<file path="src/rtl/ocp_req_gen.sv">
// -----------------------------------------------------------------------------
// ocp_req_gen
//
// Converts PCIe memory request TLPs arriving on a 64-bit AXI-Stream RX
// interface into single-DW OCP write commands and OCP read-burst commands.
// MRd3/MRd4 produce one RD command carrying the TLP length as burst length.
// MWr3/MWr4 produce one WR command per payload DW, fed through a two-DW
// holding buffer. Any other TLP type is flagged and drained; a TLP that ends
// before its header or payload is complete is flagged as malformed.
//
// Ports
//   clk              rising-edge clock for all logic
//   reset            asynchronous, active-high reset
//   rx_tdata         TLP beat, DW0 = [31:0], DW1 = [63:32]
//   rx_tvalid        beat valid
//   rx_tkeep         byte keep, 8'h0F (one DW) or 8'hFF (two DWs)
//   rx_tlast         last beat of the TLP
//   rx_tready        beat accepted when rx_tvalid && rx_tready
//   ocp_mcmd         000 IDLE, 001 WR, 010 RD
//   ocp_maddr        byte address of the current command
//   ocp_mdata        write DW
//   ocp_mbyteen      byte enables
//   ocp_mburstlength read burst length in DWs (1..1024)
//   ocp_scmdaccept   slave accepts the current command
//   unsupported_req  one-cycle pulse on a non-MRd/MWr TLP
//   malformed_tlp    one-cycle pulse on an early rx_tlast
// -----------------------------------------------------------------------------
module ocp_req_gen #(
   parameter int DATA_WIDTH = 64,
   parameter int KEEP_WIDTH = 8
) (
   input  logic                  clk,
   input  logic                  reset,
   input  logic [DATA_WIDTH-1:0] rx_tdata,
   input  logic                  rx_tvalid,
   input  logic [KEEP_WIDTH-1:0] rx_tkeep,
   input  logic                  rx_tlast,
   output logic                  rx_tready,
   output logic [2:0]            ocp_mcmd,
   output logic [63:0]           ocp_maddr,
   output logic [31:0]           ocp_mdata,
   output logic [3:0]            ocp_mbyteen,
   output logic [10:0]           ocp_mburstlength,
   input  logic                  ocp_scmdaccept,
   output logic                  unsupported_req,
   output logic                  malformed_tlp
);

   typedef enum logic [2:0] {
      S_IDLE    = 3'd0,
      S_HDR2    = 3'd1,
      S_WR_DATA = 3'd2,
      S_RD_REQ  = 3'd3,
      S_DRAIN   = 3'd4
   } state_t;

   localparam logic [2:0] CMD_IDLE = 3'b000;
   localparam logic [2:0] CMD_WR   = 3'b001;
   localparam logic [2:0] CMD_RD   = 3'b010;

   // ---------------------------------------------------------------------------
   // State and captured header
   // ---------------------------------------------------------------------------
   state_t      state;
   logic [1:0]  hdr_fmt;       // [1] = write, [0] = 4DW header
   logic [4:0]  hdr_type;
   logic [10:0] hdr_len;       // 1..1024 DWs
   logic [3:0]  first_be;
   logic [3:0]  last_be;
   logic [63:0] base_addr;
   logic [10:0] idx;           // payload DWs already accepted by the slave
   logic [10:0] fetched;       // payload DWs already pulled from the stream
   logic [31:0] buf0;          // oldest buffered DW
   logic [31:0] buf1;
   logic [1:0]  buf_cnt;
   logic        tlast_seen;    // the TLP's final beat has been consumed

   // Next-state values
   state_t      nxt_state;
   logic [1:0]  nxt_fmt;
   logic [4:0]  nxt_type;
   logic [10:0] nxt_len;
   logic [3:0]  nxt_first_be;
   logic [3:0]  nxt_last_be;
   logic [63:0] nxt_base_addr;
   logic [10:0] nxt_idx;
   logic [10:0] nxt_fetched;
   logic [31:0] nxt_buf0;
   logic [31:0] nxt_buf1;
   logic [1:0]  nxt_buf_cnt;
   logic        nxt_tlast_seen;

   // Next values of the registered outputs
   logic        nxt_ready;
   logic [2:0]  nxt_mcmd;
   logic [63:0] nxt_maddr;
   logic [31:0] nxt_mdata;
   logic [3:0]  nxt_mbyteen;
   logic [10:0] nxt_mburstlength;
   logic        nxt_unsupported;
   logic        nxt_malformed;

   // Helpers
   logic        beat;
   logic        pop;
   logic        two_dw;
   logic [10:0] remaining;
   logic [10:0] load_cnt;

   // ---------------------------------------------------------------------------
   // Next-state logic
   // ---------------------------------------------------------------------------
   always_comb begin
      // NOTE: every signal written here gets a default first, so no path
      // leaves one unassigned and no latch is inferred.
      nxt_state      = state;
      nxt_fmt        = hdr_fmt;
      nxt_type       = hdr_type;
      nxt_len        = hdr_len;
      nxt_first_be   = first_be;
      nxt_last_be    = last_be;
      nxt_base_addr  = base_addr;
      nxt_idx        = idx;
      nxt_fetched    = fetched;
      nxt_buf0       = buf0;
      nxt_buf1       = buf1;
      nxt_buf_cnt    = buf_cnt;
      nxt_tlast_seen = tlast_seen;
      nxt_unsupported = 1'b0;
      nxt_malformed   = 1'b0;

      beat      = rx_tvalid && rx_tready;
      // A WR command is on the bus exactly when WR_DATA holds a buffered DW.
      pop       = (state == S_WR_DATA) && (buf_cnt != 2'd0) && ocp_scmdaccept;
      remaining = hdr_len - fetched;
      // A full-keep beat carries two DWs unless only one is still owed.
      two_dw    = (rx_tkeep != 8'h0F) && (remaining > 11'd1);
      load_cnt  = two_dw ? 11'd2 : 11'd1;

      unique case (state)
         S_IDLE: begin
            if (beat) begin
               nxt_fmt        = rx_tdata[30:29];
               nxt_type       = rx_tdata[28:24];
               nxt_len        = (rx_tdata[9:0] == 10'd0) ? 11'd1024 : {1'b0, rx_tdata[9:0]};
               nxt_first_be   = rx_tdata[35:32];
               nxt_last_be    = rx_tdata[39:36];
               nxt_idx        = '0;
               nxt_fetched    = '0;
               nxt_buf_cnt    = '0;
               nxt_tlast_seen = 1'b0;
               if (rx_tlast) nxt_malformed = 1'b1;
               else          nxt_state     = S_HDR2;
            end
         end

         S_HDR2: begin
            if (beat) begin
               nxt_base_addr = hdr_fmt[0] ? {rx_tdata[31:0], rx_tdata[63:34], 2'b00}
                                          : {32'h0, rx_tdata[31:2], 2'b00};
               if (hdr_type != 5'b00000) begin
                  nxt_unsupported = 1'b1;
                  nxt_state       = rx_tlast ? S_IDLE : S_DRAIN;
               end else if (!hdr_fmt[1]) begin
                  nxt_state = S_RD_REQ;
               end else if (!hdr_fmt[0]) begin
                  // MWr3: the upper DW of the header beat is payload DW 0.
                  nxt_buf0    = rx_tdata[63:32];
                  nxt_buf_cnt = 2'd1;
                  nxt_fetched = 11'd1;
                  nxt_state   = S_WR_DATA;
                  if (rx_tlast) begin
                     nxt_tlast_seen = 1'b1;
                     if (hdr_len != 11'd1) nxt_malformed = 1'b1;
                  end
               end else if (rx_tlast) begin
                  // MWr4 ending with its header: nothing to write.
                  nxt_malformed = 1'b1;
                  nxt_state     = S_IDLE;
               end else begin
                  nxt_state = S_WR_DATA;
               end
            end
         end

         S_RD_REQ: begin
            if (ocp_scmdaccept) nxt_state = S_IDLE;
         end

         S_WR_DATA: begin
            // rx_tready is only high with an empty buffer, so a pop and a
            // refill never coincide.
            if (pop) begin
               nxt_buf0    = buf1;
               nxt_buf_cnt = buf_cnt - 2'd1;
               nxt_idx     = idx + 11'd1;
               if ((buf_cnt == 2'd1) && (tlast_seen || (nxt_idx == hdr_len)))
                  nxt_state = tlast_seen ? S_IDLE : S_DRAIN;
            end else if (beat) begin
               nxt_buf0    = rx_tdata[31:0];
               nxt_buf1    = rx_tdata[63:32];
               nxt_buf_cnt = two_dw ? 2'd2 : 2'd1;
               nxt_fetched = fetched + load_cnt;
               if (rx_tlast) begin
                  nxt_tlast_seen = 1'b1;
                  // Final beat left DWs unfetched: flag it, still write what
                  // arrived, then return to IDLE.
                  if (remaining > load_cnt) nxt_malformed = 1'b1;
               end
            end
         end

         S_DRAIN: begin
            if (beat && rx_tlast) nxt_state = S_IDLE;
         end

         default: nxt_state = S_IDLE;
      endcase
   end

   // ---------------------------------------------------------------------------
   // Output decode from the next state, so every output is a register
   // ---------------------------------------------------------------------------
   always_comb begin
      nxt_mcmd         = CMD_IDLE;
      nxt_maddr        = '0;
      nxt_mdata        = '0;
      nxt_mbyteen      = '0;
      nxt_mburstlength = '0;

      unique case (nxt_state)
         S_RD_REQ: nxt_ready = 1'b0;
         S_WR_DATA: nxt_ready = (nxt_buf_cnt == 2'd0) && !nxt_tlast_seen &&
                                (nxt_fetched != nxt_len);
         default:  nxt_ready = 1'b1;
      endcase

      if (nxt_state == S_RD_REQ) begin
         nxt_mcmd         = CMD_RD;
         nxt_maddr        = nxt_base_addr;
         nxt_mburstlength = nxt_len;
         nxt_mbyteen      = nxt_first_be;
      end else if ((nxt_state == S_WR_DATA) && (nxt_buf_cnt != 2'd0)) begin
         nxt_mcmd         = CMD_WR;
         nxt_mdata        = nxt_buf0;
         // 64-bit add wraps naturally modulo 2^64.
         nxt_maddr        = nxt_base_addr + {51'h0, nxt_idx, 2'b00};
         nxt_mburstlength = 11'd1;
         if (nxt_idx == 11'd0)                  nxt_mbyteen = nxt_first_be;
         else if (nxt_idx == (nxt_len - 11'd1)) nxt_mbyteen = nxt_last_be;
         else                                   nxt_mbyteen = 4'hF;
      end
   end

   // ---------------------------------------------------------------------------
   // State register
   // ---------------------------------------------------------------------------
   always_ff @(posedge clk or posedge reset) begin
      if (reset) begin
         // NOTE: the two-entry holding buffer is plain flops, so it is
         // cleared with everything else; a larger RAM-style buffer would not
         // be reset and would rely on buf_cnt instead.
         state            <= S_IDLE;
         hdr_fmt          <= '0;
         hdr_type         <= '0;
         hdr_len          <= '0;
         first_be         <= '0;
         last_be          <= '0;
         base_addr        <= '0;
         idx              <= '0;
         fetched          <= '0;
         buf0             <= '0;
         buf1             <= '0;
         buf_cnt          <= '0;
         tlast_seen       <= 1'b0;
         rx_tready        <= 1'b0;
         ocp_mcmd         <= CMD_IDLE;
         ocp_maddr        <= '0;
         ocp_mdata        <= '0;
         ocp_mbyteen      <= '0;
         ocp_mburstlength <= '0;
         unsupported_req  <= 1'b0;
         malformed_tlp    <= 1'b0;
      end else begin
         // NOTE: non-blocking assignments here so every register samples
         // the values from before this edge, independent of statement order.
         state            <= nxt_state;
         hdr_fmt          <= nxt_fmt;
         hdr_type         <= nxt_type;
         hdr_len          <= nxt_len;
         first_be         <= nxt_first_be;
         last_be          <= nxt_last_be;
         base_addr        <= nxt_base_addr;
         idx              <= nxt_idx;
         fetched          <= nxt_fetched;
         buf0             <= nxt_buf0;
         buf1             <= nxt_buf1;
         buf_cnt          <= nxt_buf_cnt;
         tlast_seen       <= nxt_tlast_seen;
         rx_tready        <= nxt_ready;
         ocp_mcmd         <= nxt_mcmd;
         ocp_maddr        <= nxt_maddr;
         ocp_mdata        <= nxt_mdata;
         ocp_mbyteen      <= nxt_mbyteen;
         ocp_mburstlength <= nxt_mburstlength;
         unsupported_req  <= nxt_unsupported;
         malformed_tlp    <= nxt_malformed;
      end
   end

endmodule

</file>
<file path="config.mk">
export PLATFORM = sky130hd
export DESIGN_NAME = ocp_req_gen
export DESIGN_NICKNAME = d
export VERILOG_FILES = /design/src/rtl/ocp_req_gen.sv
export SDC_FILE = /design/constraint.sdc
export NUM_CORES = 1
export LEC_CHECK = 0
export CORE_ASPECT_RATIO = 0.5
export CORE_UTILIZATION = 40
export CTS_BUF_LIST = sky130_fd_sc_hd__clkbuf_4 sky130_fd_sc_hd__clkbuf_8
export CTS_CLUSTER_DIAMETER = 150
export DETAILED_ROUTE_END_ITERATION = 10
export SLEW_MARGIN = 0
export SYNTH_ARGS = -nofsm -noshare
export SYNTH_HDL_FRONTEND = slang
export SYNTH_SLANG_ARGS = --single-unit
</file>
<file path="constraint.sdc">
create_clock -name clk -period 18.3 [get_ports clk]
set_input_delay 1.83 -clock clk [delete_from_list [all_inputs] [get_ports clk]]
set_output_delay 1.83 -clock clk [all_outputs]
set_load 0.005 [all_outputs]
</file>
* Yosys cells after proc, flatten, opt, wreduce, memory -nomap -nowiden
Index checks and enable logic that the tools add are counted.
W data, S select, Z words.
** Cells by class
- Add/subtract/negate cells :: 6
- Order comparisons :: 2
- Equal/unequal tests :: 12
- Muxes and demuxes :: 90
- Bitwise logic cells :: 1
- Reduce and logical (&&, ||, !) cells :: 20
** Operators by type and width (count)
- $mux W64 :: 5
- $mux W32 :: 8
- $mux W11 :: 13
- $add A64 B13 Y64 :: 1
- $pmux W32 S2 :: 1
- $pmux W11 S3 :: 1
- $mux W4 :: 8
- $mux W3 :: 10
- $mux W2 :: 13
- $mux W1 :: 25
- $eq A11 B11 Y1 :: 2
- $pmux W11 S2 :: 1
- $pmux W3 S5 :: 1
- $eq A3 B2 Y1 const B :: 4
- $add A11 B1 Y11 const B :: 1
- $add A11 B2 Y11 :: 1
- $gt A11 B1 Y1 const B :: 1
- $gt A11 B2 Y1 :: 1
- $logic_not A11 Y1 :: 1
- $ne A11 B1 Y1 const B :: 1
- $ne A11 B11 Y1 :: 1
- $sub A11 B1 Y11 const B :: 1
- $sub A11 B11 Y11 :: 1
- $logic_not A10 Y1 :: 1
- other kinds (18) :: 28
** Storage, ports and cells
- Flip-flop bits (word level) :: 299
- Bits of input ports :: 77
- Output and inout bits :: 117

* Longest topological paths before layout
Gate-level depths: netlist of run 1.
- Depth in word-level cells :: 11
- Mapped depth :: 24
- Mapped depth without buffers :: 23

* Worst setup path after synthesis of run 1
Ideal clock, no wire load.
- Path type :: input port to flip-flop
- From :: input rx_tvalid
- To :: register ocp_maddr[60]
- Setup time :: 0.129 ns
- Arrival :: 6.250 ns
- Required time :: 18.171 ns
- Slack :: 11.920 ns
- Stages :: 23
- Buffers on the path :: 8
- Path through :: and2_1 > buf_2 > nand2_1 > buf_4 > buf_6 > clkbuf_1 > clkbuf_1 > clkbuf_1 > clkbuf_1 > nand2_1 > o21ai_0 > ha_1 > fa_1 > a21oi_1 > o211ai_1 > a31oi_1 > a211oi_2 > nand4_2 > or4_4 > buf_6 > nor4_2 > xnor2_1 > nor2_2
** On the way
- Elaborated cells on any way between the ends :: 22
** RTL lines
- start: declaration :: line 35 : input logic rx_tvalid,
- $logic_and A1 B1 Y1 :: line 132 : beat = rx_tvalid && rx_tready;
- $mux W64 :: line 158 : if (beat) begin
- $mux W64 :: line 140 : unique case (state)
- net nxt_base_addr[2] :: line 85 : logic [63:0] nxt_base_addr;
- $add A64 B13 Y64 :: line 247 : nxt_maddr = nxt_base_addr + {51'h0, nxt_idx, 2'b00};
- $mux W64 :: line 243 : end else if ((nxt_state == S_WR_DATA) && (nxt_buf_cnt != 2'd0)) begin
- $mux W64 :: line 238 : if (nxt_state == S_RD_REQ) begin
- net nxt_maddr[60] :: line 96 : logic [63:0] nxt_maddr;
- end signal: assignment :: line 302 : ocp_maddr <= nxt_maddr;
- end: declaration :: line 40 : output logic [63:0] ocp_maddr,
The timed path passes the listed nets, and every way through them passes these cells.
A chain may end at the register's enable or synchronous reset.

* Worst setup path in the final report of run 1
- From :: input rx_tvalid
- To :: register ocp_maddr[63]
Same word-level chain as after synthesis.

==> impl_metrics.toml, run 1 <==
[synth]
synth_ff_type = "dfrtp_1"
yosys_register_bits = 298
synthesis.area_um2 = 15700
avgSynthCellArea_um2 = 9.31
syn_nets = 1794
synth_edf_count = 0
ys_types = 78
ys_seq_area_frac = 0.476
async_reset_ff_frac = 1.00
yosys_warnings = 0
postSynthCellCount = 1684

[placed_design]
gp_congestion = 0.936
placed_area_um2 = 18100
portBuffers = 192
pre_cts_ws_ns = 11.15
place_hpwl_mm = 36.9

[worst_setup_path]
start_kind = "input pin"
crit_buf_inv = 3
reg2regPathDepth = 24
crit_chain = "clkdlybuf4s50_1 -> and2_1 -> buf_4 -> nand2_4 -> o21ai_0 -> ha_1 -> a211oi_1 -> o211ai_1 -> nand4_1 -> a2111oi_1 -> buf_4 -> nand4b_1 -> nor3_1 -> nand4_1 -> xor2_1 -> nor2_1"
max_stage_delay_ns = 1.03
rr_startpoint = "hdr_len[0]"
cp.required_ns = 18.75
worstSetupEndpointType = "flop"
r2r_slack_ns = 12.43
critPathKind = "in -> reg"
cpLargestDelayFamily = "simple AND/OR/NAND/NOR gates"
crit_slowest_cell = "nor3_1"
path_max_fanout = 54
worstReg2RegEnd = "rx_tready"
cp.arrival_ns = 7.03

[sta]
min_period_over_period = 0.360
hold_viol_final = 0
holdWs_ns = 0.460
worst-slew-pin-transition_ns = 1.27
rsz0062_at_grt = "false"
tns_ns = 0
slew_headroom = 0.149
setup_ws_ns = 11.72
setup_viol = 0
max_freq_mhz = 152
period_minus_slack_ns = 6.58
fin_worst_skew_ns = 0.0309
drv_slew = 0

[final_layout]
fin_area_um2 = 19100
num_antenna_cells = 0
utilization = 0.504
layout.nets = 1962
area_growth_pct = 22.0
final_layout_size_suffix_gt1_frac = 0.0790

[floorplanning]
core_um2 = 38000
io_pins = 194
die_area_um2 = 40000
start_util = 0.413
rows = 50
dieHeight_um = 142
die_x_um = 282

[job]
drv_cap = 0

[clocking]
ctsResizeCount = 0
clkTransAtPathRegs_ns = 0.07
cts.htree.levels = 2
cts_root_buf = "clkbuf_8"
postCtsSetupBuffers = 0
clk_latency_ns = 0.60
cts_buffer_depth = 3
clkSinkCount = 298
postCtsHoldBufs = 0
cts_buffers = 46
cts_tree = "done"

[route]
wl_mm = 52.9
routedWlPerCell_um = 22.0
ant_nets = 0
vias_per_cell = 5.68
drc = 0
vias = 13664
drt_pass1_iterations = 5
drtIter0Drc = 1183

[global_routing]
overflow = 0
track_usage = 0.264
grt_pass1_vias = 13089
antenna_found_initial = 0
grt_first_pass_wirelength_mm = 80.0
grt_max_degree = 167

[min_path]
holdPathStages = 2
min-delay-start = "base_addr[0]"
min_path_type = "reg -> reg"
holdPathEnd = "base_addr[0]"

[pwr]
power_density_nw_per_um2 = 138
power.leakage_uw = 0.00854
vdd_drop_max_uv = 59.5

[status]
status = "completed"
==> Yosys cell counts (all sizes together), types with 7 or more instances <==
cell	count	share of area
a211oi	15	0.0075
a21o	14	0.0067
a21oi	69	0.022
a221o	33	0.021
a22o	31	0.017
a311oi	10	0.0056
a31oi	23	0.0092
a41oi	7	0.0039
and2	36	0.014
and3	24	0.0096
and4	8	0.0045
buf	29	0.0098
clkbuf	72	0.017
dfrtp	298	0.48
ha	30	0.024
inv	67	0.016
mux2i	48	0.031
nand2	274	0.066
nand2b	8	0.0032
nand3	49	0.016
nand3b	7	0.0034
nand4	23	0.0096
nor2	124	0.030
nor2b	10	0.0040
nor3	47	0.016
nor3b	11	0.0053
nor4	22	0.011
o211ai	11	0.0053
o21a	8	0.0038
o21ai	83	0.026
o31ai	9	0.0043
or3	9	0.0036
or4	11	0.0055
xnor2	74	0.041
xor2	24	0.013
==> sequential cells by signal (all words and copies together) (netlist names), 32 cells and up <==
| register | count |
|---|---|
| base_addr | 64 |
| ocp_maddr | 64 |
| buf0 | 32 |
| buf1 | 32 |
| ocp_mdata | 32 |
==> area by class of cell <==
type                            instances  area, µm²
Clock inverter                         16        188
Sequential cell                       298       7460
Timing Repair Buffer                  221       2150
Fill cell                            3589      18800
Clock buffer                           66        833
Tap cell                              520        651
Inverter                               67        259
Multi-Input combinational cell       1218       7590
==> worst max-delay path by stage <==
stage,startpoint,endpoint,slack [ns],cells past startpoint
floorplan,reset,base_addr[0],8.24,1
global placement,rx_tvalid,ocp_maddr[63],11.22,16
detailed placement,rx_tvalid,ocp_maddr[57],11.15,16
CTS,rx_tvalid,ocp_maddr[63],11.77,16
global route,rx_tvalid,ocp_maddr[59],11.34,16
finish,rx_tvalid,ocp_maddr[63],11.72,16
==> power breakdown <==
group          internal [µW]  total, µW  switching (µW)
Clock                    351        632             281
Sequential               821        954             133
Combinational            396       1050             655
Total                   1570       2640            1070
==> worst min-delay path, delay by kind of cell (launching register included) <==
| kind | cells | cell delay [ns] |
|---|---|---|
| buffers and inverters | 1 | 0.05 |
| flip-flops | 1 | 0.32 |
| AND/OR/NAND/NOR | 1 | 0.06 |
==> placed cells by master (no fill, tap or decap), types with 6 or more instances in the layout <==
master           Yosys  layout
and2_1              35      35
or3_1                9       9
nor4_1              17      16
nand3b_1             7       7
o211ai_1            11      11
a31oi_1             23      23
buf_4                3      28
a311oi_1            10      10
nor2b_1             10      10
and3_1              24      24
xor2_1              24      24
clkbuf_8             0      54
a41oi_1              7       7
a21oi_1             69      69
clkbuf_4             0      12
and4_1               8       8
nand3_1             49      49
inv_1               66      65
clkinv_2             0      10
nand2_1            273     271
nand2b_1             8       8
nor4_2               5       6
a211oi_1            14      14
o21ai_0             77      77
a221o_1             33      33
nor2_1             122     119
nor3b_1             11      10
nor3_1              45      45
xnor2_1             74      74
or4_1               10      10
o21a_1               8       8
o31ai_1              9       9
ha_1                30      30
a22o_1              31      31
a21o_1              14      14
clkdlybuf4s50_1      0     192
nand4_1             22      22
mux2i_1             48      48
dfrtp_1            298     297
==> metal layers <==
layer / routed length [µm] / vias up / track usage
met5: 0 / - / 0
met4: 1490 / 0 / 0.0830
met3: 3930 / 121 / 0.0571
met2: 23900 / 510 / 0.406
met1: 23600 / 6743 / 0.370
li1: - / 6290 / -
==> logic make-up after synthesis <==
| kind of cell | Yosys count | share of synthesized area |
|---|---|---|
| buffers and inverters | 168 | 0.0431 |
| multiplexers | 50 | 0.0321 |
| other | 1 | 0.000239 |
| flip-flops | 298 | 0.476 |
| AO/OA/AOI/OAI | 352 | 0.155 |
| XOR/XNOR | 98 | 0.0547 |
| adder cells (fa/ha/maj) | 33 | 0.0278 |
| AND/OR/NAND/NOR | 684 | 0.212 |
==> metrics by stage <==
stage,std cells,power (µW)
global route,2406,2790
finish,2406,2640
detailed placement,2324,1990
global placement,2324,1990
floorplan,1684,1660
CTS,2406,2630
No activity file was read; power rests on OpenSTA's default activity.
==> run 2: changes to the inputs <==
==> constraint.sdc (replaced) <==
create_clock -name clk -period 5.6 [get_ports clk]
set_input_delay 0.56 -clock clk [delete_from_list [all_inputs] [get_ports clk]]
set_output_delay 0.56 -clock clk [all_outputs]
set_load 0.005 [all_outputs]
==> run 2 against run 1 <==
  * Clock skew fell by 0.0032 ns
  * Via count rose by 0.65%
  * Register-to-register slack got worse by 12 ns
  * Cell area rose by 1.4%
  * Utilization rose by 0.71 points
==> impl_metrics.toml, run 2 (synthesized netlist as in run 1, its figures left out) <==
[route]
ant_nets = 0
vias_per_cell = 5.64
drc = 0
wl_mm = 53.5
drtIter0Drc = 1352
vias = 13753
drt_pass1_iterations = 6
routedWlPerCell_um = 21.9

[sta]
setup_ws_ns = 0.429
max_freq_mhz = 193
period_minus_slack_ns = 5.17
min_period_over_period = 0.923
hold_viol_final = 0
drv_slew = 0
fin_worst_skew_ns = 0.0277
setup_viol = 0
tns_ns = 0
rsz0062_at_grt = "false"
slew_headroom = 0.142
worst-slew-pin-transition_ns = 1.25

[worst_setup_path]
worstReg2RegEnd = "rx_tready"
cp.required_ns = 6.07
critPathKind = "reg -> reg"
start_kind = "flop"
rr_startpoint = "hdr_len[0]"
r2r_slack_ns = 0.43
path_max_fanout = 7
worstSetupEndpointType = "flop"
critical_path.startpoint = "hdr_len[0]"
reg2regPathDepth = 24
cp.arrival_ns = 5.64

[floorplanning]
dieHeight_um = 142
start_util = 0.413
io_pins = 194
die_x_um = 282
rows = 50
core_um2 = 38000
die_area_um2 = 40000

[placed_design]
place_hpwl_mm = 38.6
gp_congestion = 0.994
portBuffers = 192
pre_cts_ws_ns = 0.204

[pwr]
power.leakage_uw = 0.00870
power_density_nw_per_um2 = 447
vdd_drop_max_uv = 183

[clocking]
cts_buffer_depth = 3
cts.htree.levels = 2
clk_latency_ns = 0.60
clkTransAtPathRegs_ns = 0.07
cts_root_buf = "clkbuf_8"
clkSinkCount = 298
postCtsHoldBufs = 0
cts_buffers = 44
cts_tree = "done"

[global_routing]
grt_first_pass_wirelength_mm = 82.4
grt_pass1_vias = 13494
antenna_found_initial = 0
track_usage = 0.272
grt_max_degree = 123
overflow = 0

[final_layout]
top_regs = "base_addr (64), ocp_maddr (64)"
area_growth_pct = 23.8
final_cell_mix = "dfrtp_1 (297), nand2_1 (272), clkdlybuf4s50_1 (192), nor2_1 (119), o21ai_0 (77)"
layout.nets = 1997
final_layout_size_suffix_gt1_frac = 0.0959
final_common_cell = "dfrtp_1"
fillCellCount = 3520

[min_path]
min_path_type = "in -> async"

[status]
status = "completed"

[job]
drv_cap = 0
-- run 2: changes by cell type in the layout (fill, tap and decap cells not counted), moves of 2 or more --
cell	before	now
clkinvlp_4	0	2
clkinv_2	10	3
clkbuf_8	54	56
inv_6	2	0
buf_4	28	65
-- run 2: routing by layer --
layer,global-route usage,vias up,share of wire
li1,-,6355,-
met1,0.390,6828,0.46
met2,0.424,485,0.46
met3,0.0451,85,0.066
met4,0.0787,0,0.022
met5,0,-,0
-- run 2: worst max-delay path: stages (launching register included) --
cell	delay [ns]
dfrtp_1	0.46
inv_1	0.10
ha_1	0.16
inv_1	0.05
fa_1	0.41
a211oi_2	0.23
nor2_1	0.09
xor2_1	0.14
a211oi_1	0.20
and4_1	0.30
nor2b_1	0.18
a21o_1	0.22
ha_1	0.17
inv_1	0.05
fa_1	0.39
nand2b_1	0.19
a2111oi_2	0.33
buf_4	0.20
nand3_1	0.10
or3_1	0.32
o21ai_1	0.13
xnor2_1	0.14
nand4_1	0.12
nor4_1	0.27
o41ai_1	0.10
-- run 2: area by class of cell --
cell class	instances	area, µm²	area share
timing repair buffer	258	2430	0.125
inverter	67	255	0.0132
clock buffer	69	868	0.0447
antenna	1	2.50	0.000129
multi-input combinational	1218	7600	0.392
clock inverter	9	135	0.00696
tap	520	651	0.0335
sequential	298	7460	0.384
-- run 2: timing repair --
| action | 4_1_cts | 5_1_grt |
|---|---|---|
| gates resized for setup | 0 | 4 |
| setup endpoints to repair | 0 | 1 |
| buffers inserted | 0 | 3 |
-- run 2: worst max path at each step --
stage                      to  slack [ns]  depth (start not counted)
finish              rx_tready        0.43                         24
global route        rx_tready        0.02                         24
floorplan           rx_tready        0.37                         24
CTS                 rx_tready        0.16                         24
detailed placement  rx_tready        0.20                         24
global placement    rx_tready        0.34                         24
-- run 2: report_power, final --
part	leakage (µW)	total [µW]	switching, µW	internal (µW)
combinational	0.00420	3510	2160	1350
clock	0.000529	2040	909	1130
sequential	0.00397	3110	432	2680
total	0.00870	8670	3500	5170
-- run 2: metrics by stage --
stage | utilization | area (µm²) | power, µW | cells | hold slack (ns)
final | 0.511 | 19400 | 8670 | 2440 | 0.438
after global routing | 0.511 | 19400 | 9210 | 2439 | 0.487
after CTS | 0.510 | 19400 | 8650 | 2436 | 0.425
after detailed placement | 0.484 | 18400 | 6580 | 2358 | 0.452
after global placement | 0.484 | 18400 | 6570 | 2358 | 0.443
after floorplan | - | 15700 | 5430 | 1684 | 0.427
==> edit: new RTL, config.mk and constraints of run 2 <==
Re-encode `state_t` (5 states) as Gray code, 3 bits wide.
--- a/src/rtl/ocp_req_gen.sv
+++ b/src/rtl/ocp_req_gen.sv
@@ -48,9 +48,9 @@
 
    typedef enum logic [2:0] {
-      S_IDLE    = 3'd0,
-      S_HDR2    = 3'd1,
-      S_WR_DATA = 3'd2,
-      S_RD_REQ  = 3'd3,
-      S_DRAIN   = 3'd4
+      S_IDLE    = 3'b000,
+      S_HDR2    = 3'b001,
+      S_WR_DATA = 3'b011,
+      S_RD_REQ  = 3'b010,
+      S_DRAIN   = 3'b110
    } state_t;
 
Function: same outputs for any inputs over 4 cycles, from zero or initial values and one cycle with reset high; so few cycles prove little.
==> edit against run 2 <==
The run now ends with DRC left. Power is 2.7% higher. Sequential cell count did not move. Largest power group unchanged. Cell count up 4.1%. Setup slack better by 0.075 ns. Synthesized area increased by 4.2%. Final area up 2.9%. Highest routed layer unchanged. Wire length increased by 4.5%.
==> edit: results (changes against run 2) <==
** Run status
- Result of the run :: finished, violations left (was complete, no violations)
- Violated checks :: DRC

** Routing
- Detailed Routing Iterations Pass 1 :: 9 (was 6)
- Final routed DRC violation total :: 7 (was 0)
- Violation count after the first detailed-routing iteration :: 1702 (was 1352)
- Routed vias :: 14878 (was 13753)
- The average routed wire per standard cell is 22.0 um (was 21.9 um).

** Min path
- Class of the tightest hold or removal check :: in2async (unchanged)

** Clock network
- The clock root buffer is sky130_fd_sc_hd__clkbuf_8 (unchanged).
- Post CTS Setup Buffer Count :: 0 (unchanged)
- The TritonCTS buffer count is 45 (was 44).
- Post-cts sizing count :: 0 (unchanged)
- The source-to-sink clock delay at the later pin of the worst-skew pair was 0.62 ns (was 0.60 ns).

** Timing
- The worst clock skew came to 0.0485 ns (was 0.0277 ns).
- Slew @ Worst Pin :: 1.02 ns (was 1.25 ns)

** Pwr
- Worst-case vdd ir drop :: 0.162 mV (was 0.183 mV)
- The leakage power figure is 8.77 nW (was 8.70 nW).

** Global route
- Largest net degree at the start of global routing :: 147 (was 123)
- The first-pass GRT wire length was 85.4 mm (was 82.4 mm).
- The total track usage was 0.265 (was 0.272).
- Number of global-route vias before repair :: 14170 (was 13494)
- The number of antenna violations at the first check in global routing is 1 (was 0).

** Logic synthesis
- Cells taking the most area after synthesis :: sky130_fd_sc_hd__dfrtp_1 46%, sky130_fd_sc_hd__nand2_1 6.1%, sky130_fd_sc_hd__nor2_1 2.8% (was sky130_fd_sc_hd__dfrtp_1 48%, sky130_fd_sc_hd__nand2_1 6.5%, sky130_fd_sc_hd__xnor2_1 4.1%)
- Share of the yosys chip area belonging to registers :: 0.456 (was 0.476)
- The total of warnings raised by yosys is 0 (unchanged).
- The fraction of synthesis flops using an asynchronous set or reset pin came to 1.00 (unchanged).
- The net count after synthesis came to 1895 (was 1794).
- The leading register cell type out of synthesis is sky130_fd_sc_hd__dfrtp_1 (unchanged).
- Distinct cells, synth :: 83 (was 78)
- Most used standard cells in the synthesized netlist: 298 x sky130_fd_sc_hd__dfrtp_1, 267 x sky130_fd_sc_hd__nand2_1, 124 x sky130_fd_sc_hd__nor2_1, 88 x sky130_fd_sc_hd__o21ai_0 (was 298 x sky130_fd_sc_hd__dfrtp_1, 273 x sky130_fd_sc_hd__nand2_1, 122 x sky130_fd_sc_hd__nor2_1, 77 x sky130_fd_sc_hd__o21ai_0, 74 x sky130_fd_sc_hd__xnor2_1).

** Placed design
- The total placed instance area is 0.0190 sq mm (was 0.0184 sq mm).
- Port Buf Inserts :: 192 (unchanged)
- The weighted congestion at the end of routability-driven global placement was 0.934 (was 0.994).
- The detailed placement HPWL was 40.0 mm (was 38.6 mm).

** Setup path
- Largest stage delay, worst path :: 0.52 ns (was 0.46 ns)
- Reg-to-reg startpoint :: hdr_len[0]$_DFF_PP0_ (unchanged)
- Critical path peak fanout :: 7 (unchanged)
- The slowest stage cell on the critical path is sky130_fd_sc_hd__or4_4 (was sky130_fd_sc_hd__dfrtp_1).

** Layout
- NumNets Final :: 2083 (was 1997)
- Layout cell share with drive strength beyond 1 :: 0.103 (was 0.0959)
- The antenna diode count was 0 (was 1).
==> edit: metal layers <==
metal | vias to the layer above | global-route usage | part of all wire
met1 | 7320 | 0.379 | 0.45
met4 | 0 | 0.0839 | 0.028
met2 | 626 | 0.401 | 0.45
li1 | 6838 | - | -
met5 | - | 0 | 0
met3 | 94 | 0.0528 | 0.078
==> edit: cells by family after synthesis <==
family,count (synthesis),synth area share
other cells,1,0.000230
buf+inv,192,0.0476
flops,298,0.456
simple gates,715,0.213
xor+xnor,53,0.0284
fa+ha+maj,32,0.0259
compound gates,413,0.176
mux,82,0.0530
==> edit: path summary, 6_finish.rpt <==
kind | endpoint | slack [ns] | cells after the start
min in group clk | base_addr[1]$_DFF_PP0_ | 0.47 | 2
hold reg to reg | base_addr[1]$_DFF_PP0_ | 0.47 | 2
setup reg to reg | rx_tready$_DFF_PP0_ | 0.50 | 22
setup / recovery | rx_tready$_DFF_PP0_ | 0.50 | 22
hold / removal | fetched[0]$_DFF_PP0_ | 0.40 | 2
max in group asynchronous | hdr_type[3]$_DFFE_PP0P_ | 3.97 | 3
==> edit: layout make-up <==
type,count,area (sq um)
Multi-Input combinational cell,1296,8130
Inverter,83,315
Sequential cell,298,7460
Clock buffer,75,901
Timing Repair Buffer,250,2410
Fill cell,3738,19600
Clock inverter,7,95.1
Tap cell,530,663
==> edit: through the flow <==
step                 util  instances  worst slack, ns  total power [mW]
floorplan               -       1786           0.0526              5.55
global placement    0.480       2457            0.331              6.82
detailed placement  0.480       2457            0.310              6.85
CTS                 0.505       2539            0.513              8.90
global route        0.505       2539            0.151              9.46
finish              0.505       2539            0.504              8.90
==> edit: report_power, final <==
group          total, mW  internal (mW)  switching, mW
sequential          3.20           2.77          0.428
clock               2.02           1.11          0.905
combinational       3.68           1.44           2.24
